$ cat config.mk
export PLATFORM = sky130hd
export DESIGN_NAME = digi_ota_array
export DESIGN_NICKNAME = d
export VERILOG_FILES = /design/src/rtl/digi_ota_array.sv
export SDC_FILE = /design/constraint.sdc
export NUM_CORES = 1
export LEC_CHECK = 0
export CAP_MARGIN = 10
export CORE_ASPECT_RATIO = 0.5
export CORE_UTILIZATION = 30
export DETAILED_ROUTE_END_ITERATION = 8
export SETUP_SLACK_MARGIN = 0.5
export SLEW_MARGIN = 10
export SYNTH_ARGS = -nofsm -noshare
export SYNTH_HDL_FRONTEND = slang
export SYNTH_SLANG_ARGS = --single-unit
$ cat constraint.sdc
create_clock -name clk -period 3.33 [get_ports clk]
set_clock_uncertainty 0.05 [all_clocks]
set_input_delay 0.666 -clock clk [delete_from_list [all_inputs] [get_ports clk]]
set_output_delay 0.666 -clock clk [all_outputs]
set_load 0.01 [all_outputs]
$ cat src/rtl/digi_ota_array.sv
// digi_ota_array: clocked multi-channel digital OTA output stage.
// Each channel synchronises a vip/vin comparator pair, filters the resulting
// class (UP / DN / EQ), and drives a tristate pad pair through a small FSM
// that sources, sinks or releases the pad, with dead time on reversals.
module digi_ota_array #(
    parameter int CH   = 4,  // number of independent channels
    parameter int FILT = 3,  // identical consecutive samples to accept a class (1..15)
    parameter int DEAD = 2   // oe=0 cycles inserted on SRC<->SNK reversal (0..15)
) (
    input  logic            clk,
    input  logic            rst,
    input  logic [CH-1:0]   en,
    input  logic            hold_mode,
    input  logic [CH-1:0]   vip,
    input  logic [CH-1:0]   vin,
    output logic [CH-1:0]   out,
    output logic [CH-1:0]   oe,
    output logic [2*CH-1:0] state
);

    // State codes double as the externally visible state field.
    typedef enum logic [1:0] {
        ST_HIZ  = 2'b00,
        ST_SRC  = 2'b01,
        ST_SNK  = 2'b10,
        ST_DEAD = 2'b11
    } state_e;

    // Input class of a synchronised vip/vin pair.
    typedef enum logic [1:0] {
        CL_EQ = 2'b00,
        CL_UP = 2'b01,
        CL_DN = 2'b10
    } class_e;

    localparam logic [3:0] FILT_C = 4'(FILT);
    localparam logic [3:0] DEAD_C = 4'(DEAD);

    logic [CH-1:0] r_vip_s1;
    logic [CH-1:0] r_vip_s2;
    logic [CH-1:0] r_vin_s1;
    logic [CH-1:0] r_vin_s2;

    // Two-flop synchronisers on the asynchronous inputs; they ignore en so a
    // re-enabled channel sees already settled samples.
    always_ff @(posedge clk) begin
        if (rst) begin
            r_vip_s1 <= '0;
            r_vip_s2 <= '0;
            r_vin_s1 <= '0;
            r_vin_s2 <= '0;
        end else begin
            // NOTE: non-blocking so the second stage captures the first stage's
            // pre-edge value, giving a true two-flop chain.
            r_vip_s1 <= vip;
            r_vip_s2 <= r_vip_s1;
            r_vin_s1 <= vin;
            r_vin_s2 <= r_vin_s1;
        end
    end

    for (genvar g = 0; g < CH; g++) begin : g_ch
        class_e     r_cand;   // class currently being counted
        logic [3:0] r_cnt;    // consecutive samples of r_cand, saturates at FILT
        state_e     r_st;     // channel state, outputs decode directly from it
        state_e     r_tgt;    // state to enter when dead time expires
        logic [3:0] r_dcnt;   // remaining dead-time cycles

        class_e     w_class;
        logic       w_acc_up;
        logic       w_acc_dn;
        logic       w_acc_eq;
        state_e     w_tgt;

        // Classify the synchronised pair.
        always_comb begin
            // NOTE: default assignment first so every path writes w_class and
            // no latch is inferred.
            w_class = CL_EQ;
            if (r_vip_s2[g] && !r_vin_s2[g]) begin
                w_class = CL_UP;
            end else if (!r_vip_s2[g] && r_vin_s2[g]) begin
                w_class = CL_DN;
            end
        end

        // A class is accepted on every cycle the filter holds it at FILT.
        assign w_acc_up = (r_cnt == FILT_C) && (r_cand == CL_UP);
        assign w_acc_dn = (r_cnt == FILT_C) && (r_cand == CL_DN);
        assign w_acc_eq = (r_cnt == FILT_C) && (r_cand == CL_EQ);

        // Dead-time target after any retarget by an accepted UP/DN.
        always_comb begin
            w_tgt = r_tgt;
            if (w_acc_up) begin
                w_tgt = ST_SRC;
            end else if (w_acc_dn) begin
                w_tgt = ST_SNK;
            end
        end

        // Glitch filter and channel FSM; rst beats en, en=0 parks the channel.
        always_ff @(posedge clk) begin
            if (rst || !en[g]) begin
                r_cand <= CL_EQ;
                r_cnt  <= '0;
                r_st   <= ST_HIZ;
                r_tgt  <= ST_HIZ;
                r_dcnt <= '0;
            end else begin
                if (w_class != r_cand) begin
                    r_cand <= w_class;
                    r_cnt  <= 4'd1;
                end else if (r_cnt != FILT_C) begin
                    r_cnt  <= r_cnt + 4'd1;
                end

                case (r_st)
                    ST_HIZ: begin
                        if (w_acc_up) begin
                            r_st <= ST_SRC;
                        end else if (w_acc_dn) begin
                            r_st <= ST_SNK;
                        end
                    end
                    ST_SRC: begin
                        if (w_acc_dn) begin
                            if (DEAD_C == 4'd0) begin
                                r_st <= ST_SNK;
                            end else begin
                                r_st   <= ST_DEAD;
                                r_tgt  <= ST_SNK;
                                r_dcnt <= DEAD_C;
                            end
                        end else if (w_acc_eq && !hold_mode) begin
                            r_st <= ST_HIZ;
                        end
                    end
                    ST_SNK: begin
                        if (w_acc_up) begin
                            if (DEAD_C == 4'd0) begin
                                r_st <= ST_SRC;
                            end else begin
                                r_st   <= ST_DEAD;
                                r_tgt  <= ST_SRC;
                                r_dcnt <= DEAD_C;
                            end
                        end else if (w_acc_eq && !hold_mode) begin
                            r_st <= ST_HIZ;
                        end
                    end
                    ST_DEAD: begin
                        if (w_acc_eq && !hold_mode) begin
                            r_st   <= ST_HIZ;
                            r_dcnt <= '0;
                        end else begin
                            // Retarget keeps the running dead-time count.
                            r_tgt <= w_tgt;
                            if (r_dcnt == 4'd1) begin
                                r_st   <= w_tgt;
                                r_dcnt <= '0;
                            end else begin
                                r_dcnt <= r_dcnt - 4'd1;
                            end
                        end
                    end
                    default: r_st <= ST_HIZ;
                endcase
            end
        end

        assign state[2*g +: 2] = r_st;
        assign out[g]          = (r_st == ST_SRC);
        assign oe[g]           = (r_st == ST_SRC) || (r_st == ST_SNK);
    end

endmodule

==> run metrics, run 1 <==
Net Sw Power=411.9 uW; worst r2r dst=g_ch[1].r_dcnt[3]; Worst Setup Path Type=register to register; CP Max Fanout=8; Sink Count=72; CTS tree=yes; clock slew at reported path FFs=0.06 ns; CP delay by family, top=simple AND/OR/NAND/NOR gates; GPL Wtd Cong=0.8268; vias post-DR=3453; worst slew pin tran=0.8998 ns; CP max-delay cell=or3b_1; Post-Syn Area=0.004100 mm^2; Critical Path AT=2.71 ns; Hold EP=r_vin_s2[3]; Avg WL per Cell=12.51 um; R2R Path Start=g_ch[1].r_cnt[0]; Max clock buf depth=2; sequential share of the synthesized area=35.15%; Max Slew Vio Count=0; CP Cell Sequence=ha_1 -> or3b_1 -> or3_4 -> a221oi_4 -> o21ai_1 -> a32o_1; Worst VDD drop=0.2302 mV; routed vias/inst=5.070; number of global-route vias before repair=3107; Die H=84.67 um; Iteration-0 DRC Markers=253; final hold violations=0; grt ovf=0; non-filler cells, final=681; antenna violations before repair=0; most common cell in the netlist=dfxtp_1; WHS Path Cells=1; LEAKAGE=1.696 nW; # DRC=0; Synth top area share=35.15%; Flop pwr share=44.7%; Placed Instances=665; die area=0.01417 mm^2; main flop type after synthesis=dfxtp_1; top cells by area, synth=dfxtp_1 35%, ha_1 9.8%, a21oi_1 3.5%, nor2b_1 3.5%, inv_1 3.0%; HPWL Detailed=6086 um; CTS resizes=0; #FFs+latches synth=72; ant diodes=0; Layout area overhead=18.89%; met3 GRT Util=4.008%; fraction of registers with async set/reset=0%; nets=553; Post-CTS Setup Bufs=0; Synth Net Count=527; CTS H-tree lvls=3; # IOs=31; worst rel slew slack=39.17%; leading area contributor after synthesis=dfxtp_1; setup TNS=0 ns; Worst Reg-to-Reg Cells=6; root buf cell=clkbuf_16; largest net degree at the start of global routing=18; maximum capacitance violations=0; pwr dens=408.2 mW/mm^2; GR Util met1=16.26%; Startpoint Class=register; CORE AREA=0.01299 mm^2; Mapped Cells=480; Critical path buffers and inverters=0; Avg Cell Area, Syn=8.542 um^2; Most Used Layer, Global Route=met2; hold crit path type=register to register; post-route ant nets=0; Total GRT Usage=12.51%; cts bufs inserted=9; fillers=1305; Skew-Pair Late Insertion Delay=0.32 ns; Distinct cells, synth=60; Crit path required time=3.50 ns; Die W=167.3 um; f_max=0.3933 GHz; Commonest cells post-synth=72 x dfxtp_1, 33 x inv_1, 33 x nor2_1; worst hold start=r_vin_s1[3]; first-pass GRT wire length=14610 um; input/output buffers=30; Tmin final=2.543 ns; r2r setup slk=0.79 ns; Largest stage delay, worst path=0.50 ns; EDFF count, synth=0; Combinational Power Share=4.4%; Sw Share=20.70%; final setup fails=0; Starting Density=31.56%; drt first pass iters=4; Pint=1.578 mW; std cell rows=29; met2 GRT Util=20.11%; clock share of power=50.9%; Detailed Route WL=8522 um; share of layout cells above drive strength 1=7.632%; Worst Setup End Kind=register; Post-CTS Hold Buffers=0; Ys Warns=0; outcome=finished clean; RSZ-0062 raised after global routing=false; fin crit share=76.36%
kinds of logic after synthesis:
family	synth area share [%]
AOI/OAI and AO/OA	19.13
xor gates and xnor gates	3.204
adders and majority gates	9.765
buffers and inverters	5.035
DFF	35.15
muxes	1.739
and+or+nand+nor	25.97
state kept, by name, summed over array words and instances, names as in the netlist:
register and count:
g_ch.r_cnt 16, g_ch.r_dcnt 16, g_ch.r_cand 8, g_ch.r_st 8
g_ch.r_tgt 8, r_vin_s1 4, r_vin_s2 4, r_vip_s1 4
r_vip_s2 4
cell type report:
cell class | instances | area (um^2) | area share, %
clock inverter | 5 | 81.33 | 1.668
clock buffer | 11 | 232.7 | 4.774
timing repair buffer | 34 | 330.3 | 6.776
sequential | 72 | 1441 | 29.57
inverter | 33 | 123.9 | 2.541
tap | 170 | 212.7 | 4.363
multi-input combinational | 356 | 2452 | 50.31
worst max path at each step:
stage,to,cells after the start,from
floorplan,g_ch[2].r_dcnt[2],7,g_ch[2].r_cnt[0]
global placement,g_ch[2].r_st[0],6,hold_mode
detailed placement,g_ch[2].r_st[0],6,hold_mode
CTS,g_ch[1].r_dcnt[3],6,g_ch[1].r_cnt[0]
global route,g_ch[1].r_dcnt[3],6,g_ch[1].r_cnt[0]
finish,g_ch[1].r_dcnt[3],6,g_ch[1].r_cnt[0]
per-layer routing:
metal	vias to the layer above	share of wire, %
met3	5	4.9
li1	1762	-
met1	1611	51
met5	-	0
met4	0	0.69
met2	75	44
metrics by stage:
| stage | total power [mW] | area, um^2 | hold WS, ns | utilization (%) | setup WS [ns] |
|---|---|---|---|---|---|
| floorplan | 0.9614 | 4100 | 0.3638 | - | 1.042 |
| global placement | 0.9948 | 4561 | 0.3822 | 35.11 | 0.5258 |
| detailed placement | 0.9960 | 4561 | 0.3754 | 35.11 | 0.5033 |
| CTS | 2.015 | 4875 | 0.3893 | 37.53 | 0.7939 |
| global route | 2.070 | 4875 | 0.4047 | 37.53 | 0.6398 |
| finish | 1.990 | 4875 | 0.3868 | 37.53 | 0.7872 |
placed cells by master, fill, tap and decap left out, drive strengths merged, types with 17 or more instances in the layout:
cell / n
a21oi: 29
dfxtp: 72
nor2: 33
clkdlybuf4s50: 30
nand2b: 17
nor2b: 23
nand2: 32
o21ai: 26
ha: 32
inv: 33
worst reg2reg max path: stages (launching register included):
cell and delay (ns):
dfxtp_1 0.37, ha_1 0.20, or3b_1 0.50, or3_4 0.42
a221oi_4 0.45, o21ai_1 0.16, a32o_1 0.28
power groups by stage:
stage / clock network, mW / logic [mW] / registers (mW)
after global routing: 1.08 / 0.0974 / 0.892
after detailed placement: 0 / 0.0875 / 0.908
after CTS: 1.04 / 0.0882 / 0.890
after floorplan: 0 / 0.0582 / 0.903
final: 1.01 / 0.0869 / 0.890
after global placement: 0 / 0.0866 / 0.908
Note: power is estimated with default switching activity, not from simulation.
==> run 2: changes to the inputs <==
==> constraint.sdc (replaced) <==
create_clock -name clk -period 2.35 [get_ports clk]
set_clock_uncertainty 0.05 [all_clocks]
set_input_delay 0.47 -clock clk [delete_from_list [all_inputs] [get_ports clk]]
set_output_delay 0.47 -clock clk [all_outputs]
set_load 0.01 [all_outputs]
==> run 2 against run 1 <==
  * Cell count up 8.4%
  * Clock power up 29%
  * Die area unchanged
  * Wire length up 17%
  * Combinational power up 89%
  * Maximum frequency up 16%
  * Utilization up 7.4 points
  * Non-clock buffer count up 60
  * Hold slack better by 0.0082 ns
  * Sequential share of layout area down 4.1 points
  * Global-route usage up 1.5 points
  * Critical endpoint is now g_ch[2].r_dcnt[1]
  * Highest routed layer unchanged
==> run metrics, run 2 (synthesized netlist as in run 1, its figures left out) <==
clock slew at reported path FFs=0.06 ns; routed vias/inst=5.004; worst slew pin tran=0.4288 ns; Pint=2.136 mW; std cell rows=29; Worst Setup Path Type=register to register; top flop regs=g_ch.r_cnt: 16 flops, g_ch.r_dcnt: 16 flops; Die H=84.67 um; WHS Path Cells=1; hold crit path type=register to register; Avg WL per Cell=13.49 um; grt ovf=0; Startpoint Class=register; most frequent cells in the layout=55 x dfxtp_1, 52 x buf_4, 33 x nor2_1; Total GRT Usage=13.99%; most common cell after layout, fill and taps aside=dfxtp_1; final setup fails=0; r2r setup slk=0.15 ns; Max Slew Vio Count=0; clock share of power=47.8%; DRT met1 WL=4942 um; share of layout cells above drive strength 1=31.34%; Combinational Power Share=6.0%; largest net degree at the start of global routing=16; Flop pwr share=46.2%; Tmin final=2.200 ns; cts bufs inserted=9; WHS=0.3950 ns; Critical Path AT=2.39 ns; post-route ant nets=0; number of global-route vias before repair=3477; pwr dens=465.8 mW/mm^2; input/output buffers=30; Layout area overhead=42.39%; non-filler cells, final=738; Starting Density=31.56%; RSZ-0062 raised after global routing=true; drt first pass iters=5; LEAKAGE=2.145 nW; Worst VDD drop=0.2807 mV; root buf cell=clkbuf_16; CP Max Fanout=6; # DRC=0; Crit path required time=2.54 ns; HPWL Detailed=6600 um; WL met3=259 um; maximum capacitance violations=0; Sw Share=21.46%; top sig layer=met4; Die W=167.3 um; Placed Area=0.004877 mm^2; Post-Route Utilization=44.94%; met2 wire len=4645 um; fin crit share=93.60%; Final Cell Area=0.005838 mm^2; CORE AREA=0.01299 mm^2; Worst Reg-to-Reg Cells=7; first-pass GRT wire length=16150 um; GPL Wtd Cong=0.8686; outcome=finished clean; ant diodes=0; Iteration-0 DRC Markers=218; worst rel slew slack=71.37%; antenna violations before repair=0; f_max=0.4546 GHz; Net Sw Power=583.6 uW; Sink Count=72; Skew-Pair Late Insertion Delay=0.33 ns; nets=613; Detailed Route WL=9953 um; final hold violations=0; Worst Setup End Kind=register; CTS tree=yes; Placed Instances=690; vias post-DR=3693; Max clock buf depth=2; die area=0.01417 mm^2; # IOs=31; CTS H-tree lvls=3
==> run 2: changes by cell type in the layout (fill, tap and decap cells not counted), moves of 5 or more <==
| cell | change |
|---|---|
| buf_4 | +48 |
| dfxtp_1 | -17 |
| buf_6 | +11 |
| clkdlybuf4s50_1 | -10 |
| ha_1 | -10 |
| dfxtp_4 | +9 |
| ha_4 | +9 |
| o21ai_0 | -9 |
| dfxtp_2 | +8 |
| o21ai_2 | +5 |
| or3b_4 | +5 |
==> run 2: critical path, stage by stage, from the launching register on <==
cell,delay (ns)
dfxtp_2,0.35
ha_4,0.14
or3b_4,0.41
or3b_4,0.41
a221oi_4,0.34
buf_4,0.18
nor2_1,0.03
a311oi_1,0.20
==> run 2: final cells by class <==
cell class	count	area, um^2
timing repair buffer	94	812.0
multi-input combinational	356	2917
tap	170	212.7
fill	1198	7152
sequential	72	1485
clock buffer	13	280.3
inverter	33	131.4
==> run 2: final timing paths <==
check / from / to
max: g_ch[2].r_cnt[1] / g_ch[2].r_dcnt[1]
min: r_vin_s1[1] / r_vin_s2[1]
min reg2reg: r_vin_s1[1] / r_vin_s2[1]
max reg2reg: g_ch[2].r_cnt[1] / g_ch[2].r_dcnt[1]
==> run 2: power by group through the flow <==
stage	combinational [mW]	sequential (mW)	clock, mW
5_1_grt	0.180	1.26	1.40
2_1_floorplan	0.0859	1.28	0
3_3_place_gp	0.144	1.29	0
4_1_cts	0.159	1.26	1.34
3_5_place_dp	0.146	1.29	0
6_report	0.164	1.26	1.30
==> run 2: per-layer routing <==
layer / vias to the layer above / GRT usage [%]
met4: 0 / 4.254
met2: 42 / 22.69
li1: 1878 / -
met3: 9 / 3.112
met1: 1764 / 18.55
met5: - / 0
==> run 2: through the flow <==
step | worst slack [ns] | power [mW] | TNS [ns]
after floorplan | 0.1351 | 1.369 | 0
after CTS | 0.1500 | 2.756 | 0
after global placement | -0.1394 | 1.434 | -0.4373
final | 0.1503 | 2.719 | 0
after detailed placement | -0.1793 | 1.437 | -0.7704
after global routing | 0.07963 | 2.835 | 0
==> run 2: what timing repair did <==
action | in CTS | in global routing
endpoints found under the hold margin | 0 | 0
gates resized for setup | 73 | 56
pin swaps | 26 | 25
setup endpoints to repair | 44 | 36
setup buffers | 16 | 19
hold buffers | 0 | 0
gates cloned | 0 | 0
==> run 3: changes to the inputs <==
--- a/config.mk
+++ b/config.mk
@@ -5,10 +5,11 @@
 export SDC_FILE = /design/constraint.sdc
 export NUM_CORES = 1
 export LEC_CHECK = 0
-export CAP_MARGIN = 10
+export CAP_MARGIN = 20
 export CORE_ASPECT_RATIO = 0.5
-export CORE_UTILIZATION = 30
+export CORE_UTILIZATION = 49
 export DETAILED_ROUTE_END_ITERATION = 8
+export PLACE_DENSITY = 0.69
 export SETUP_SLACK_MARGIN = 0.5
 export SLEW_MARGIN = 10
 export SYNTH_ARGS = -nofsm -noshare
==> run 3 against run 2 <==
  * Maximum frequency decreased by 5.6%
  * Wire length increased by 2.4%
  * Largest cell class unchanged
  * Cell count decreased by 7.5%
  * Flip-flop and latch count unchanged
  * Worst setup slack got worse by 0.13 ns
  * Critical path type unchanged
  * Non-clock buffer count unchanged
  * Via count increased by 2.3%
  * Critical endpoint unchanged
  * Clock-buffer cell count decreased by 3
==> run metrics, run 3 (synthesized netlist as in run 1, its figures left out) <==
fillers=579; most frequent CP cell=or3b_4; LEAKAGE=2.164 nW; CORE AREA=0.008058 mm^2; Post-Route Utilization=71.29%; crit path launch=g_ch[2].r_cnt[0]; Worst Setup Path Type=register to register; Tmin final=2.331 ns; Total Power=2.885 mW; std cell rows=23; Worst Reg-to-Reg Cells=8; CP delay by family, top=simple AND/OR/NAND/NOR gates; Sink Count=72; clock slew at reported path FFs=0.06 ns; Final Cell Area=0.005744 mm^2; Worst VDD drop=0.3861 mV; setup TNS=0 ns; routed vias/inst=5.533; Critical Path AT=2.52 ns; most common cell after layout, fill and taps aside=buf_4; most frequent cells in the layout=56 x buf_4, 54 x dfxtp_1, 31 x inv_1, 31 x nor2_1, 28 x nand2_1; Detailed Route WL=10190 um; CP Cell Sequence=ha_4 -> or3b_4 -> or3b_4 -> a221oi_4 -> buf_4 -> buf_6 -> nor2_4 -> a311oi_2; drt first pass iters=5; Largest stage delay, worst path=0.41 ns; CTS tree=yes; Die W=131.4 um; antenna violations before repair=0; worst r2r dst=g_ch[2].r_dcnt[1]; vias post-DR=3779; cts bufs inserted=9; CP Max Fanout=4; Placed Area=0.004792 mm^2; Layout area overhead=40.10%; share of layout cells above drive strength 1=32.75%; Post-CTS Hold Buffers=0; Avg WL per Cell=14.92 um; top flop regs=g_ch.r_cnt: 16 flops, g_ch.r_dcnt: 16 flops; ant diodes=0; Total GRT Usage=22.55%; worst rel slew slack=66.02%; non-filler cells, final=683; r2r setup slk=0.02 ns; Critical path buffers and inverters=2; RSZ-0062 raised after global routing=true; Die H=66.69 um; final hold violations=0; nets=613; WHS=0.3856 ns; outcome=finished clean; pre-CTS WS=-0.1067 ns; GPL Wtd Cong=0.8638; # IOs=31; largest net degree at the start of global routing=17; Iteration-0 DRC Markers=175; Skew-Pair Late Insertion Delay=0.33 ns; Starting Density=50.89%; CP endpoint=g_ch[2].r_dcnt[1]; die area=0.008760 mm^2; WP depth=8; pwr dens=502.3 mW/mm^2; CTS H-tree lvls=3; grt ovf=0; # DRC=0; R2R Path Start=g_ch[2].r_cnt[0]; HPWL Detailed=6365 um; hold crit path type=register to register; Startpoint Class=register; final setup fails=0; Max Slew Vio Count=0; Worst Setup End Kind=register; first-pass GRT wire length=15720 um; worst slew pin tran=0.5085 ns; CP max-delay cell=or3b_4; post-route ant nets=0; fin crit share=99.20%; maximum capacitance violations=0; number of global-route vias before repair=3441; root buf cell=clkbuf_16; PnR worst setup slack=0.01892 ns; f_max=0.4290 GHz; input/output buffers=30; Placed Instances=632; Crit path required time=2.54 ns; Max clock buf depth=2
run 3: report_power, final:
group | switching, mW | leakage (nW) | total (mW) | internal (mW)
logic | 0.0748 | 1.41 | 0.160 | 0.0852
clock network | 0.520 | 0.158 | 1.47 | 0.952
registers | 0.0193 | 0.596 | 1.25 | 1.23
total | 0.614 | 2.16 | 2.89 | 2.27
run 3: final cells by class:
| type | count | area, um^2 | area share (%) |
|---|---|---|---|
| flip-flops and latches | 72 | 1489 | 25.92 |
| well taps | 112 | 140.1 | 2.440 |
| clock buffers | 10 | 239.0 | 4.160 |
| clock inverters | 6 | 82.58 | 1.438 |
| repair buffers | 94 | 782.0 | 13.61 |
| multi-input cells | 356 | 2888 | 50.27 |
| inverters | 33 | 123.9 | 2.156 |
run 3: worst reg2reg max path, delay by kind of cell, from the launching register on:
family / cells / cell delay (ns)
compound gates: 2 / 0.58
flops: 1 / 0.35
simple gates: 3 / 0.86
buf+inv: 2 / 0.27
fa+ha+maj: 1 / 0.13
run 3: worst min-delay path by stage:
stage,start,to,slack [ns],cells past startpoint
global placement,r_vip_s1[2],r_vip_s2[2],0.37,1
finish,r_vip_s1[2],r_vip_s2[2],0.39,1
detailed placement,r_vip_s1[2],r_vip_s2[2],0.37,1
CTS,r_vip_s1[2],r_vip_s2[2],0.38,1
global route,r_vip_s1[3],r_vip_s2[3],0.41,1
floorplan,r_vin_s1[0],r_vin_s2[0],0.36,1
run 3: per-layer routing:
metal  wire [um]  GRT usage [%]  vias to the layer above
met5           0              0                        -
li1            -              -                     1877
met1        4547          27.50                     1807
met2        5113          40.03                       79
met4         134          7.413                        0
met3         397          5.099                       16
run 3: timing repair:
item,4_1_cts,5_1_grt
pin swaps,22,28
resized for setup,70,56
setup endpoints to repair,44,35
setup buffers,21,14
endpoints found under the hold margin,0,0
